### src/rtl/savestate_reg_sequencer.sv
// Savestate register-bus initiator: streams every bus register to savestate memory
// behind a magic/count header on save, validates and replays it on load, and issues defaults.
module savestate_reg_sequencer #(
    parameter int unsigned       REG_COUNT = 64,
    parameter int unsigned       MEM_AW    = 16,
    parameter logic [MEM_AW-1:0] MEM_BASE  = '0,
    parameter logic [31:0]       MAGIC     = 32'h4E45_5353
) (
    input  logic              i_clk,
    input  logic              i_reset,
    input  logic              i_save_start,
    input  logic              i_load_start,
    input  logic              i_defaults_req,
    output logic              o_busy,
    output logic              o_done,
    output logic              o_error,
    output logic [9:0]        o_bus_adr,
    output logic [63:0]       o_bus_din,
    output logic              o_bus_wren,
    output logic              o_bus_rst,
    output logic              o_bus_load,
    input  logic [63:0]       i_bus_dout,
    output logic              o_mem_req,
    output logic              o_mem_we,
    output logic [MEM_AW-1:0] o_mem_addr,
    output logic [63:0]       o_mem_wdata,
    input  logic [63:0]       i_mem_rdata,
    input  logic              i_mem_ack
);

    // state     | meaning
    // S_IDLE    | waiting for a start request
    // S_DEF     | bus_rst strobe cycle
    // S_SV_HDR  | writing header word
    // S_SV_ADDR | presenting register index
    // S_SV_CAPT | bus_dout valid, captured at end of cycle
    // S_SV_WR   | writing captured register to memory
    // S_LD_HDR  | reading and validating header word
    // S_LD_RD   | reading one register image (request issued on 2nd cycle)
    // S_LD_WR   | bus_wren strobe for current index
    // S_FIN     | done pulse
    // S_ERR     | error pulse after bad header
    typedef enum logic [3:0] {
        S_IDLE, S_DEF, S_SV_HDR, S_SV_ADDR, S_SV_CAPT, S_SV_WR,
        S_LD_HDR, S_LD_RD, S_LD_WR, S_FIN, S_ERR
    } state_t;

    localparam logic [9:0] LP_CNT  = 10'(REG_COUNT);
    localparam logic [9:0] LP_LAST = 10'(REG_COUNT - 1);

    state_t              r_state;
    logic [9:0]          r_idx;
    logic                r_busy, r_done, r_error, r_bus_wren, r_bus_rst, r_bus_load;
    logic [9:0]          r_bus_adr;
    logic [63:0]         r_bus_din;
    logic                r_mem_req, r_mem_we;
    logic [MEM_AW-1:0]   r_mem_addr;
    logic [63:0]         r_mem_wdata;
    logic [MEM_AW-1:0]   w_addr_cur, w_addr_nxt;
    logic                w_hdr_bad;

    assign w_addr_cur = MEM_BASE + MEM_AW'(r_idx) + MEM_AW'(1);
    assign w_addr_nxt = MEM_BASE + MEM_AW'(r_idx) + MEM_AW'(2);
    assign w_hdr_bad  = (i_mem_rdata[63:32] != MAGIC) || (i_mem_rdata[9:0] != LP_CNT);

    always_ff @(posedge i_clk) begin
        if (i_reset) begin
            r_state     <= S_IDLE;
            r_idx       <= '0;
            r_busy      <= 1'b0;
            r_done      <= 1'b0;
            r_error     <= 1'b0;
            r_bus_wren  <= 1'b0;
            r_bus_rst   <= 1'b0;
            r_bus_load  <= 1'b0;
            r_bus_adr   <= '0;
            r_bus_din   <= '0;
            r_mem_req   <= 1'b0;
            r_mem_we    <= 1'b0;
            r_mem_addr  <= '0;
            r_mem_wdata <= '0;
        end else begin
            r_done     <= 1'b0;
            r_error    <= 1'b0;
            r_bus_wren <= 1'b0;
            r_bus_rst  <= 1'b0;
            case (r_state)
                S_IDLE: begin
                    r_idx <= '0;
                    if (i_save_start) begin
                        r_state     <= S_SV_HDR;
                        r_busy      <= 1'b1;
                        r_mem_req   <= 1'b1;
                        r_mem_we    <= 1'b1;
                        r_mem_addr  <= MEM_BASE;
                        r_mem_wdata <= {MAGIC, 22'd0, LP_CNT};
                    end else if (i_load_start) begin
                        r_state    <= S_LD_HDR;
                        r_busy     <= 1'b1;
                        r_bus_load <= 1'b1;
                        r_mem_req  <= 1'b1;
                        r_mem_we   <= 1'b0;
                        r_mem_addr <= MEM_BASE;
                    end else if (i_defaults_req) begin
                        r_state   <= S_DEF;
                        r_busy    <= 1'b1;
                        r_bus_rst <= 1'b1;
                    end
                end
                S_DEF: begin
                    r_state <= S_FIN;
                    r_busy  <= 1'b0;
                    r_done  <= 1'b1;
                end
                S_SV_HDR: begin
                    if (i_mem_ack) begin
                        r_mem_req <= 1'b0;
                        r_bus_adr <= r_idx;
                        r_state   <= S_SV_ADDR;
                    end
                end
                S_SV_ADDR: r_state <= S_SV_CAPT;
                S_SV_CAPT: begin
                    r_mem_req   <= 1'b1;
                    r_mem_we    <= 1'b1;
                    r_mem_addr  <= w_addr_cur;
                    r_mem_wdata <= i_bus_dout;
                    r_state     <= S_SV_WR;
                end
                S_SV_WR: begin
                    if (i_mem_ack) begin
                        r_mem_req <= 1'b0;
                        if (r_idx == LP_LAST) begin
                            r_state <= S_FIN;
                            r_busy  <= 1'b0;
                            r_done  <= 1'b1;
                        end else begin
                            r_idx     <= r_idx + 10'd1;
                            r_bus_adr <= r_idx + 10'd1;
                            r_state   <= S_SV_ADDR;
                        end
                    end
                end
                S_LD_HDR: begin
                    if (i_mem_ack) begin
                        r_mem_req <= 1'b0;
                        if (w_hdr_bad) begin
                            r_state    <= S_ERR;
                            r_busy     <= 1'b0;
                            r_error    <= 1'b1;
                            r_bus_load <= 1'b0;
                        end else begin
                            r_mem_addr <= w_addr_cur;
                            r_state    <= S_LD_RD;
                        end
                    end
                end
                // Request is raised one cycle after entry so mem_req always drops after an ack.
                S_LD_RD: begin
                    if (!r_mem_req) begin
                        r_mem_req <= 1'b1;
                    end else if (i_mem_ack) begin
                        r_mem_req  <= 1'b0;
                        r_bus_adr  <= r_idx;
                        r_bus_din  <= i_mem_rdata;
                        r_bus_wren <= 1'b1;
                        r_state    <= S_LD_WR;
                    end
                end
                S_LD_WR: begin
                    if (r_idx == LP_LAST) begin
                        r_state <= S_FIN;
                        r_busy  <= 1'b0;
                        r_done  <= 1'b1;
                    end else begin
                        r_idx      <= r_idx + 10'd1;
                        r_mem_addr <= w_addr_nxt;
                        r_state    <= S_LD_RD;
                    end
                end
                S_FIN: begin
                    r_bus_load <= 1'b0;
                    r_state    <= S_IDLE;
                end
                S_ERR:   r_state <= S_IDLE;
                default: r_state <= S_IDLE;
            endcase
        end
    end

    assign o_busy      = r_busy;
    assign o_done      = r_done;
    assign o_error     = r_error;
    assign o_bus_adr   = r_bus_adr;
    assign o_bus_din   = r_bus_din;
    assign o_bus_wren  = r_bus_wren;
    assign o_bus_rst   = r_bus_rst;
    assign o_bus_load  = r_bus_load;
    assign o_mem_req   = r_mem_req;
    assign o_mem_we    = r_mem_we;
    assign o_mem_addr  = r_mem_addr;
    assign o_mem_wdata = r_mem_wdata;

endmodule

### config.mk
export PLATFORM = sky130hd
export DESIGN_NAME = savestate_reg_sequencer
export DESIGN_NICKNAME = d
export VERILOG_FILES = /design/src/rtl/savestate_reg_sequencer.sv
export SDC_FILE = /design/constraint.sdc
export NUM_CORES = 1
export LEC_CHECK = 0
export ABC_AREA = 1
export BUFFER_PORTS_ARGS = -buffer_cell sky130_fd_sc_hd__buf_4
export CAP_MARGIN = 20
export CORE_MARGIN = 2
export CORE_UTILIZATION = 44
export CTS_BUF_LIST = sky130_fd_sc_hd__clkbuf_4
export CTS_CLUSTER_DIAMETER = 100
export DETAILED_ROUTE_END_ITERATION = 10
export PLACE_DENSITY = 0.74
export SLEW_MARGIN = 40
export SYNTH_ARGS = -nofsm -noshare
export SYNTH_HDL_FRONTEND = slang
export SYNTH_SLANG_ARGS = --single-unit
### constraint.sdc
create_clock -name i_clk -period 5.7 [get_ports i_clk]
set_clock_uncertainty 0.2 [all_clocks]
set_input_delay 0.285 -clock i_clk [delete_from_list [all_inputs] [get_ports i_clk]]
set_output_delay 0.285 -clock i_clk [all_outputs]
set_load 0.02 [all_outputs]
## After elaboration in Yosys (flattened, before gate mapping)

Index checks and enable logic that the tools add are counted.

| storage, ports and cells | value |
|---|---|
| flip-flop bits (word level) | 176 |
| bits in latches | 0 |
| bits in writable memories | 0 |
| bits in read-only memories | 0 |
| input bits | 134 |
| output and inout bits | 162 |
| logic and storage cells | 125 |
| memories kept | 0 |

| cells by class | value |
|---|---|
| add/sub/neg operators | 3 |
| multipliers | 0 |
| div/mod/pow operators | 0 |
| $lt $le $gt $ge | 0 |
| equality and inequality tests | 27 |
| shifts and indexed selects | 0 |
| muxes and demuxes | 53 |
| bitwise gates (word level) | 5 |
| reduce and logical (&&, ||, !) cells | 23 |

Operators with widths:

| cell | number |
|---|---|
| 64-bit one-hot mux with 2 select lines | 1 |
| 16-bit 2-to-1 mux | 5 |
| 64-bit 2-to-1 mux | 1 |
| 16-bit one-hot mux with 4 select lines | 1 |
| 10-bit 2-to-1 mux | 6 |
| 10-bit one-hot mux with 3 select lines | 2 |
| 4-bit 2-to-1 mux | 11 |
| 4-bit one-hot mux with 9 select lines | 1 |
| 32-bit by 31-bit != test with 1-bit output (second input constant) | 1 |
| 2-bit != test (second input constant) | 12 |
| 1-bit 2-to-1 mux | 20 |
| 4-bit by 3-bit == test with 1-bit output (second input constant) | 4 |
| 5-bit AND reduction | 3 |
| 10-bit by 1-bit adder with 11-bit output (second input constant) | 1 |
| 10-bit by 2-bit adder with 11-bit output (second input constant) | 1 |
| 10-bit by 1-bit adder with 10-bit output (second input constant) | 1 |
| 10-bit by 6-bit == test with 1-bit output (second input constant) | 1 |
| 10-bit by 7-bit != test with 1-bit output (second input constant) | 1 |
| 3-bit nonzero test | 3 |
| 3-bit OR reduction | 3 |
| 4-bit by 2-bit == test with 1-bit output (second input constant) | 2 |
| 4-bit == test (second input constant) | 2 |
| 4-bit nonzero test | 2 |
| 1-bit one-hot mux with 3 select lines | 2 |
| other kinds (17) | 24 |

## Logic depth before layout (Yosys ltp)

Gate-level depths: netlist (run 1).

| depth | value |
|---|---|
| depth in word-level cells | 5 |
| depth in mapped cells | 13 |
| depth with buffers taken out | 12 |

## Worst setup path before layout (run 1)

Ideal clock, no wire load.

| path | value |
|---|---|
| path type | register to register |
| from | reg r_idx[0] |
| to | reg r_bus_adr[5], in the netlist o_bus_adr[5] |
| setup time | 0.118 ns |
| arrival time | 1.478 ns |
| data required time | 5.382 ns |
| path slack | 3.904 ns |
| stages on the path, launching flop included | 12 |
| buffers on the path | 1 |
| clock period less this slack | 1.796 ns |
| path through | dfxtp_1 > ha_1 > nand2_2 > nor2_4 > nand2_2 > nor2_4 > inv_1 > nand2_4 > inv_2 > buf_6 > o21ai_1 > nor2_1 |

| between the ends | value |
|---|---|
| longest elaborated chain between the ends | 4 |
| elaborated cells on any way between the ends | 7 |
| classes of those cells | add/sub: 1; eq/ne: 2; mux: 3; reduce/logical: 1 |

RTL lines:

| item | RTL line | RTL |
|---|---|---|
| start: declaration | 52 | `logic [9:0] r_idx;` |
| start signal: assignment | 138 | `r_idx <= r_idx + 10'd1;` |
| start signal: assignment | 176 | `r_idx <= r_idx + 10'd1;` |
| 10-bit by 1-bit adder with 10-bit output | 139 | `r_bus_adr <= r_idx + 10'd1;` |
| 10-bit 2-to-1 mux | 133 | `if (r_idx == LP_LAST) begin` |
| 10-bit 2-to-1 mux | 131 | `if (i_mem_ack) begin` |
| 10-bit one-hot mux with 3 select lines | 87 | `case (r_state)` |
| end signal: assignment | 118 | `r_bus_adr <= r_idx;` |
| end signal: assignment | 139 |  |
| end signal: assignment | 164 | `r_bus_adr <= r_idx;` |
| end: declaration | 54 | `logic [9:0] r_bus_adr;` |

Several ways; a longest one is shown, not always the timed one. The select of a mux whose other input is x is not followed.
A chain may end at the register's enable or synchronous reset.

## Final worst setup path (run 1)

| path | value |
|---|---|
| from | reg r_state[0] |
| to | reg r_mem_wdata[39], in the netlist o_mem_wdata[39] |

| between the ends | value |
|---|---|
| longest elaborated chain between the ends | 3 |
| elaborated cells on any way between the ends | 6 |
| classes of those cells | eq/ne: 2; mux: 1; reduce/logical: 3 |

RTL lines:

| item | RTL line | RTL |
|---|---|---|
| start: declaration | 51 | `state_t r_state;` |
| start signal: assignment | 68 | `r_state <= S_IDLE;` |
| start signal: assignment | 91 | `r_state <= S_SV_HDR;` |
| start signal: assignment | 98 | `r_state <= S_LD_HDR;` |
| 4-bit zero test / 4-bit by 3-bit == test with 1-bit output (equally long branches) | 87 |  |
| 2-bit != test (no line) / 2-bit nonzero test (equally long branches) | -- |  |
| 2-bit AND reduction (no line) | -- |  |
| end signal: assignment | 96 | `r_mem_wdata <= {MAGIC, 22'd0, LP_CNT};` |
| end signal: assignment | 127 | `r_mem_wdata <= i_bus_dout;` |
| end: declaration | 58 | `logic [63:0] r_mem_wdata;` |

Several ways; a longest one is shown, not always the timed one.

==> results of run 1 <==
==> placed cells by master (no fill, tap or decap) <==
| cell type | Yosys | final |
|---|---|---|
| clkinv_2 | 0 | 4 |
| bufinv_16 | 0 | 3 |
| inv_1 | 63 | 60 |
| a21oi_4 | 1 | 1 |
| inv_8 | 0 | 1 |
| dfxtp_1 | 171 | 171 |
| nor3_1 | 6 | 6 |
| clkbuf_4 | 0 | 17 |
| inv_6 | 0 | 6 |
| o21ai_0 | 23 | 23 |
| and2_1 | 1 | 1 |
| ha_1 | 2 | 2 |
| nand2_1 | 305 | 304 |
| inv_4 | 0 | 1 |
| buf_4 | 9 | 294 |
| nand2_2 | 7 | 8 |
| o21ai_1 | 3 | 3 |
| clkinvlp_4 | 0 | 1 |
| conb_1 | 1 | 5 |
| nand3_1 | 105 | 105 |
| clkinv_4 | 0 | 1 |
| nor2_1 | 82 | 82 |
| inv_2 | 11 | 12 |
| diode_2 | 0 | 1 |
| dlygate4sd3_1 | 0 | 143 |
| nand3b_1 | 6 | 6 |
| xor2_1 | 4 | 4 |
| nor2_2 | 3 | 3 |
| nand4_1 | 4 | 4 |
| or2_2 | 1 | 1 |
| a22oi_1 | 2 | 2 |
| a21oi_1 | 144 | 144 |
| o221a_2 | 16 | 16 |
| o21a_1 | 1 | 1 |
| nor2_4 | 6 | 6 |
| nand2_4 | 5 | 5 |
==> area by class of cell <==
| class | instances | area [um^2] |
|---|---|---|
| diodes | 1 | 2.50 |
| clock buffers | 17 | 128 |
| clock inverters | 15 | 185 |
| fillers | 1315 | 5220 |
| inverters | 74 | 282 |
| multi-input cells | 732 | 3430 |
| flip-flops and latches | 171 | 3420 |
| well taps | 220 | 275 |
| repair buffers | 437 | 3640 |
==> path summary, 6_finish.rpt <==
check / from / to / cells past startpoint
setup / recovery: r_state[0] / o_mem_wdata[39] / 8
hold / removal: i_save_start / o_bus_load / 5
setup reg to reg: r_state[0] / o_mem_wdata[39] / 8
hold reg to reg: o_mem_wdata[22] / o_mem_wdata[22] / 2
==> kinds of logic after synthesis <==
kind of cell    count (synthesis)  share of synthesized area [%]
simple gates                  531                           30.6
buf+inv                       140                           8.19
other cells                     1                         0.0504
xor+xnor                        4                          0.471
compound gates                190                           14.4
fa+ha+maj                       2                          0.336
flops                         171                           46.0
==> synthesized netlist by cell type <==
cell / number / area [um^2]
nor3_1: 6 / 30.0
nand2_4: 5 / 56.3
xor2_1: 4 / 35.0
nand3b_1: 6 / 45.0
inv_2: 11 / 41.3
buf_6: 4 / 45.0
nand4_1: 4 / 25.0
inv_1: 63 / 236
buf_4: 9 / 67.6
and2_1: 1 / 6.26
nand2_2: 7 / 43.8
nor2_4: 6 / 67.6
conb_1: 1 / 3.75
o221a_2: 16 / 180
nand3_1: 105 / 526
a21oi_1: 144 / 721
buf_2: 16 / 80.1
buf_1: 5 / 18.8
a22oi_1: 2 / 15.0
nor2_1: 82 / 308
o21ai_0: 23 / 115
o21a_1: 1 / 7.51
clkbuf_1: 32 / 120
nand2_1: 305 / 1140
a21oi_4: 1 / 16.3
dfxtp_1: 171 / 3420
ha_1: 2 / 25.0
o21ai_1: 3 / 15.0
or2_2: 1 / 6.26
nor2_2: 3 / 18.8
==> flip-flops by register name, indices dropped and copies added (netlist names), 4 cells and up <==
signal	count
o_mem_wdata	64
r_state	4
o_bus_din	64
o_mem_addr	11
r_idx	10
o_bus_adr	10
==> metal layers <==
metal | GRT usage [%] | wire (um)
met1 | 34.0 | 10200
met2 | 48.4 | 13000
met3 | 7.37 | 1720
met4 | 13.5 | 1070
met5 | 0 | 0
==> power breakdown <==
part | leakage (nW) | internal, mW | switching [mW]
clock network | 0.170 | 0.314 | 0.458
logic | 3.50 | 0.584 | 0.898
registers | 1.39 | 1.36 | 0.115
total | 5.06 | 2.26 | 1.47
==> per-stage QoR <==
step	setup WS [ns]	utilization [%]	hold WS (ns)	area [um^2]
after floorplan	3.90	-	0.225	7460
final	2.28	68.5	0.0537	11400
after global routing	2.01	68.5	0.0639	11400
after detailed placement	2.89	58.0	0.252	9610
after CTS	2.68	68.5	0.0170	11400
after global placement	2.88	58.0	0.248	9610
==> worst register-to-register path, cell delays in order, from the launching register on <==
cell and delay, ns:
dfxtp_1 0.62, nor2_4 0.11, nand2_4 0.23, clkinv_2 0.58, a21oi_4 0.30, buf_4 0.46, nand2_1 0.13, a21oi_1 0.18
dlygate4sd3_1 0.57
==> run metrics, run 1 <==
synthesized area=7440 um^2; Max-Cap Viols=0; Post-CTS Hold Buffers=roughly 140; CTS Buffer Depth=2; initial antenna violation count=1; Starting Density=between 40% and 50%; final WL=between 20000 and 30000 um; Slowest-stage cell, CP=dfxtp_1; Synth Instances=just over 1000; RSZ-0062 raised after global routing=false; io pins=just under 300; row count=between 40 and 50; Worst slew margin=between 40% and 50%; part of the Yosys area used for sequential elements=46.0%; Via Count=8521; post-route minimum period=about 3.4 ns; crit end category=flip-flop; die width=134 um; DRC viols=0; via/cell ratio=between 5 and 6; final setup fails=0; crit path launch type=flip-flop; yosys warns=0; layout cell share with drive strength beyond 1=about a quarter; final period utilization=about 60%; Num CTS Buffers=17; #FFs+latches synth=171; Worst VDD drop=0.176 mV; syn_area_per_cell=7.16 um^2; CP Cell Sequence=nor2_4 > nand2_4 > clkinv_2 > a21oi_4 > buf_4 > nand2_1 > a21oi_1 > dlygate4sd3_1; leak pwr=between 5 and 6 nW; Least-Margin Pin Slew=slightly below 0.8 ns; placed instance count=1491; # Post-CTS Setup Buffers=0; RD Place Congestion=between 0.9 and 1; Detail Placement HPWL=roughly 16000 um; kind of critical path=reg2reg; distinct cell type count after synthesis=30; CTS tree=yes; r2r setup slk=roughly 2.3 ns; fmax=slightly below 0.3 GHz; total grt overflow=0; outcome=complete, no violations; gr usage total=approximately 29%; largest net degree at the start of global routing=70; CTS Sinks=between 150 and 200; power per standard cell area=approximately 330 nW/um^2; Die Ht=roughly 130 um; Syn-to-layout area delta=52.6%; vias in the first global route=just over 8000; worst skew pair latency=0.56 ns; initial DRC count=between 500 and 600; WP data required=~6 ns; Resize count post-CTS=0; Final Hold Viols=0; htree depth=4; Port Buffer Count=290; Arrival @ worst endpoint=around 3.8 ns; crit path buf inv count=3; CTS Root Cell=clkbuf_4; Die Area=18000 um^2; Hold WC Path Type=in2reg; Design Power=around 3.7 mW; global-route wire length before repair=between 40000 and 50000 um; Pre-Repair DR Iteration Count=5; routed wire length per instance=around 16 um; Routed Antenna Nets=0; Setup TNS=0 ns; delay-heaviest family, CP=buffers and inverters; non-filler cells, final=~1700; Max Slew Vio Count=0; core box area=about 17000 um^2; delay of the slowest critical-path stage=about 0.62 ns; # nets final=about 1600; Worst Path Max Fanout=50; clk slew on worst S/H paths=~0.15 ns
Note: power is estimated with default switching activity, not from simulation.
==> inputs of run 2 (changes only) <==
Clock period 5.7 ns to 3.4 ns, I/O delays scaled along.
==> run metrics, run 2 (same netlist as run 1, synthesis figures left out) <==
WP data required=3.75 ns (-2.28 ns); Via Count=8962 (+5.2%); Die Area=18000 um^2 (unchanged); Routed Antenna Nets=0 (unchanged); most frequent cells in the layout=nand2_1 (304), buf_4 (295), dlygate4sd3_1 (208); row count=47 (unchanged); Max Slew Vio Count=0 (unchanged); CTS Root Cell=clkbuf_4; most common cell after layout, fill and taps aside=nand2_1; global-route wire length before repair=45200 um (+9.5%); initial antenna violation count=1 (unchanged); worst slack at placement=0.786 ns (-2.10 ns); Hold WC Path Type=in2reg; htree depth=4 (unchanged); crit path launch type=flip-flop; final period utilization=92.2% (+32 points); DRC viols=0 (unchanged); worst skew pair latency=0.56 ns (about the same); final setup fails=0 (unchanged); io pins=296 (unchanged); R2R depth=8 (unchanged); Final Hold Viols=0 (unchanged); fmax=0.319 GHz (+9.2%); delay of the slowest critical-path stage=0.62 ns (about the same); CTS Sinks=171 (unchanged); Arrival @ worst endpoint=3.48 ns (-0.28 ns); hold depth=3 (-2); # nets final=1636 (+4.3%); kind of critical path=reg2reg; crit end category=flip-flop; Port Buffer Count=290 (unchanged); routed wire length per instance=16.6 um (+6.9%); WP depth=8 (unchanged); power per standard cell area=523 nW/um^2 (+59%); Pre-Repair DR Iteration Count=5 (unchanged); Slowest-stage cell, CP=dlygate4sd3_1; outcome=complete, no violations; Starting Density=44.9% (unchanged); via/cell ratio=5.17 (+1.2%); Max-Cap Viols=0 (unchanged); core box area=16600 um^2 (unchanged); die width=134 um (unchanged); vias in the first global route=8921 (+7.3%); initial DRC count=619 (+5.3%); largest net degree at the start of global routing=71 (+1.4%); Worst Path Max Fanout=49 (-2.0%); gr usage total=31.5% (+2.9 points); Worst VDD drop=0.422 mV (+140%); RSZ-0062 raised after global routing=false; # Post-CTS Setup Buffers=0 (unchanged); RD Place Congestion=0.894 (-2.3%); CP Cell Sequence=nor2_4 > nand2_4 > inv_4 > a21oi_4 > buf_12 > nand2_1 > a21oi_1 > dlygate4sd3_1; final WL=28800 um (+11%); total grt overflow=0 (unchanged); Setup TNS=0 ns (unchanged); CTS tree=yes; Detail Placement HPWL=15700 um (-0.26%); r2r setup slk=0.26 ns (-2.01 ns); delay-heaviest family, CP=buffers and inverters; clk slew on worst S/H paths=0.18 ns (+0.03 ns); Worst slew margin=46.7% (-1.3 points); fin worst setup slack=0.264 ns (-2.01 ns); crit path buf inv count=3 (unchanged); post-route minimum period=3.14 ns (-0.288 ns); leak pwr=5.48 nW (+8.3%); Least-Margin Pin Slew=0.797 ns (+0.0187 ns); Syn-to-layout area delta=61.2%; Num CTS Buffers=17 (unchanged); layout cell share with drive strength beyond 1=25.1% (-1.1 points); CTS Buffer Depth=2 (unchanged); Die Ht=134 um (unchanged)
## run 2: worst paths after layout
check / end / start
worst max-delay path: o_mem_wdata[9] / r_state[0]
worst min-delay path: o_mem_wdata[40] / i_bus_dout[40]
worst max register to register: o_mem_wdata[9] / r_state[0]
worst min register to register: o_bus_din[7] / o_bus_din[7]
## run 2: stage by stage
step | util, % | power (mW) | hold slack (ns) | instances | area [um^2]
6_report | 72.3 | 6.28 | 0.216 | 1733 | 12000
5_1_grt | 72.3 | 6.63 | 0.161 | 1733 | 12000
2_1_floorplan | - | 4.06 | 0.110 | 1043 | 7460
3_3_place_gp | 58.1 | 4.81 | 0.235 | 1493 | 9640
3_5_place_dp | 58.1 | 4.83 | 0.239 | 1493 | 9640
4_1_cts | 72.3 | 6.20 | 0.157 | 1732 | 12000
## run 2: layout make-up
type	instances	area, um^2
diodes	1	2.50
clock buffers	17	128
multi-input cells	732	3430
well taps	220	275
inverters	74	280
repair buffers	504	4320
clock inverters	14	139
flip-flops and latches	171	3420
fillers	1235	4590
## run 2: worst reg2reg max path, cell delays in order, from the launching register on
cell	delay (ns)
dfxtp_1	0.61
nor2_4	0.11
nand2_4	0.24
inv_4	0.25
a21oi_4	0.46
buf_12	0.27
nand2_1	0.11
a21oi_1	0.24
dlygate4sd3_1	0.62
## run 2: power breakdown
part / internal (mW) / switching (mW) / total (mW)
Clock: 0.375 / 0.779 / 1.15
Combinational: 1.09 / 1.56 / 2.65
Sequential: 2.28 / 0.198 / 2.48
Total: 3.74 / 2.54 / 6.28
## run 2: metal layers
metal | up-vias | routed length, um | global-route usage (%)
met5 | - | 0 | 0
met4 | 0 | 1770 | 18.3
met2 | 433 | 14300 | 53.7
li1 | 4271 | - | -
met3 | 137 | 1910 | 8.16
met1 | 4121 | 10800 | 35.5
## run 2: repair_timing
item                                   CTS  global route
hold buffers                           208             0
setup endpoints to repair                0            49
endpoints found under the hold margin  149             0
resized for setup                        0             1
==> inputs of run 3 (changes only) <==
Settings changed: CORE_UTILIZATION 44 to 50, CTS_BUF_LIST sky130_fd_sc_hd__clkbuf_4 to sky130_fd_sc_hd__clkbuf_8, PLACE_DENSITY 0.74 to 0.82.
==> run metrics, run 3 (same netlist as run 1, synthesis figures left out) <==
die width=126 um (-6.0%); Fillers=906 (-27%); total grt overflow=0 (unchanged); Setup TNS=0 ns (unchanged); Port Buffer Count=290 (unchanged); routed wire length per instance=16.8 um (+1.3%); RD Place Congestion=0.929 (+3.9%); Max Slew Vio Count=0 (unchanged); Routed Antenna Nets=0 (unchanged); fin worst setup slack=0.607 ns (+0.343 ns); Least-Margin Pin Slew=0.750 ns (-0.0470 ns); hold depth=8 (+5); final period utilization=82.2% (-10 points); kind of critical path=reg2reg; io pins=296 (unchanged); Num CTS Buffers=17 (unchanged); gr usage total=33.4% (+2.0 points); most frequent cells in the layout=nand2_1 (304), buf_4 (295), dfxtp_1 (171); sw power=2.53 mW (about the same); post-route minimum period=2.79 ns (-0.343 ns); Worst slew margin=49.9% (+3.1 points); RSZ-0062 raised after global routing=false; outcome=complete, no violations; Via Count=8839 (-1.4%); worst slack at placement=0.828 ns (+0.0422 ns); via/cell ratio=5.41 (+4.6%); global-route wire length before repair=43100 um (-4.5%); fmax=0.358 GHz (+12%); Logic pwr share=38.2% (-3.9 points); leak pwr=5.15 nW (-6.1%); initial DRC count=655 (+5.8%); final setup fails=0 (unchanged); CTS tree=yes; Die Ht=126 um (-6.0%); row count=44 (-6.4%); Pre-Repair DR Iteration Count=5 (unchanged); CTS Sinks=171 (unchanged); CTS Root Cell=clkbuf_8; vias in the first global route=8715 (-2.3%); Worst Path Max Fanout=49 (unchanged); layout cell share with drive strength beyond 1=26.3% (+1.2 points); largest net degree at the start of global routing=79 (+11%); Max-Cap Viols=0 (unchanged); WP data required=3.59 ns (-0.16 ns); DRC viols=0 (unchanged); Syn-to-layout area delta=54.5%; Die Area=15900 um^2 (-12%); final WL=27500 um (-4.5%); Worst VDD drop=0.412 mV (-2.5%); Starting Density=51.2% (+6.3 points); # nets final=1572 (-3.9%); Detail Placement HPWL=15800 um (+0.28%); worst skew pair latency=0.45 ns (-0.11 ns); clk slew on worst S/H paths=0.09 ns (-0.09 ns); sequential share of power=37.2% (-2.3 points); power per standard cell area=584 nW/um^2 (+12%); CTS Buffer Depth=2 (unchanged); Hold WC Path Type=in2reg; switching share of power=37.8% (-2.6 points); Clk network pwr share=24.6% (+6.2 points); htree depth=4 (unchanged); Arrival @ worst endpoint=2.99 ns (-0.49 ns); Final Hold Viols=0 (unchanged); most common cell after layout, fill and taps aside=nand2_1; # Post-CTS Setup Buffers=0 (unchanged); crit path launch type=flip-flop; internal power=4.18 mW (+12%); R2R depth=7 (-1); crit end category=flip-flop; initial antenna violation count=0 (-1); core box area=14500 um^2 (-12%)
## run 3: cell types whose count changed in the layout (fill, tap and decap cells not counted)
cell / delta
inv_6: -2
clkbuf_4: -17
clkinv_1: -1
inv_8: -2
inv_1: +2
buf_6: +1
dlygate4sd3_1: -65
clkinv_4: -1
nor2_2: +1
clkinvlp_4: -3
bufinv_16: +3
clkbuf_8: +21
clkinv_2: +1
nor2_4: -1
## run 3: through the flow
stage	instance area (um^2)	util, %	total power [mW]	hold slack, ns	std cells
final	11500	79.1	6.71	0.0532	1634
after global routing	11500	79.1	7.01	0.102	1633
after CTS	11500	79.0	6.61	0.0306	1632
after detailed placement	9600	66.1	4.84	0.239	1458
after global placement	9600	66.1	4.81	0.235	1458
after floorplan	7460	-	4.06	0.110	1043
## run 3: cell type report
type / count / area (um^2) / share of cell area [%]
repair buffers: 440 / 3680 / 32.0
clock buffers: 21 / 289 / 2.51
multi-input cells: 732 / 3430 / 29.8
well taps: 184 / 230 / 2.00
flip-flops and latches: 171 / 3420 / 29.8
inverters: 74 / 280 / 2.44
diodes: 1 / 2.50 / 0.0218
clock inverters: 11 / 166 / 1.45
## run 3: power by group through the flow
stage,logic [mW],registers (mW),clock network (mW)
2_1_floorplan,1.28,2.78,0
3_3_place_gp,2.31,2.50,0
3_5_place_dp,2.34,2.51,0
4_1_cts,2.49,2.47,1.65
5_1_grt,2.76,2.52,1.74
6_report,2.57,2.49,1.65
## run 3: repair_timing
action,CTS,global route
setup endpoints to repair,0,4
hold buffers,142,1
hold endpoints to repair,133,2
gates resized for setup,0,1
## run 3: path summary, 6_finish.rpt
kind,slack [ns],endpoint,start
max reg2reg,0.61,o_mem_wdata[63],r_state[0]
min reg2reg,0.26,o_bus_din[19],o_bus_din[19]
min,0.05,r_state[2],i_save_start
max,0.61,o_mem_wdata[63],r_state[0]
## run 3: metal layers
layer / share of wire (%) / vias to the layer above / GRT usage, % / routed length (um)
met4: 5.6 / 0 / 19.5 / 1550
met2: 50 / 461 / 57.5 / 13700
met5: 0 / - / 0 / 0
li1: - / 4146 / - / -
met1: 36 / 4121 / 37.2 / 10000
met3: 8.1 / 111 / 9.05 / 2220
## run 3: critical path, stage by stage (launching register included)
cell and delay, ns:
dfxtp_1 0.60, nor2_4 0.12, nand2_4 0.23, inv_4 0.24, a21oi_4 0.41, nand2_1 0.14, a21oi_1 0.16, dlygate4sd3_1 0.63
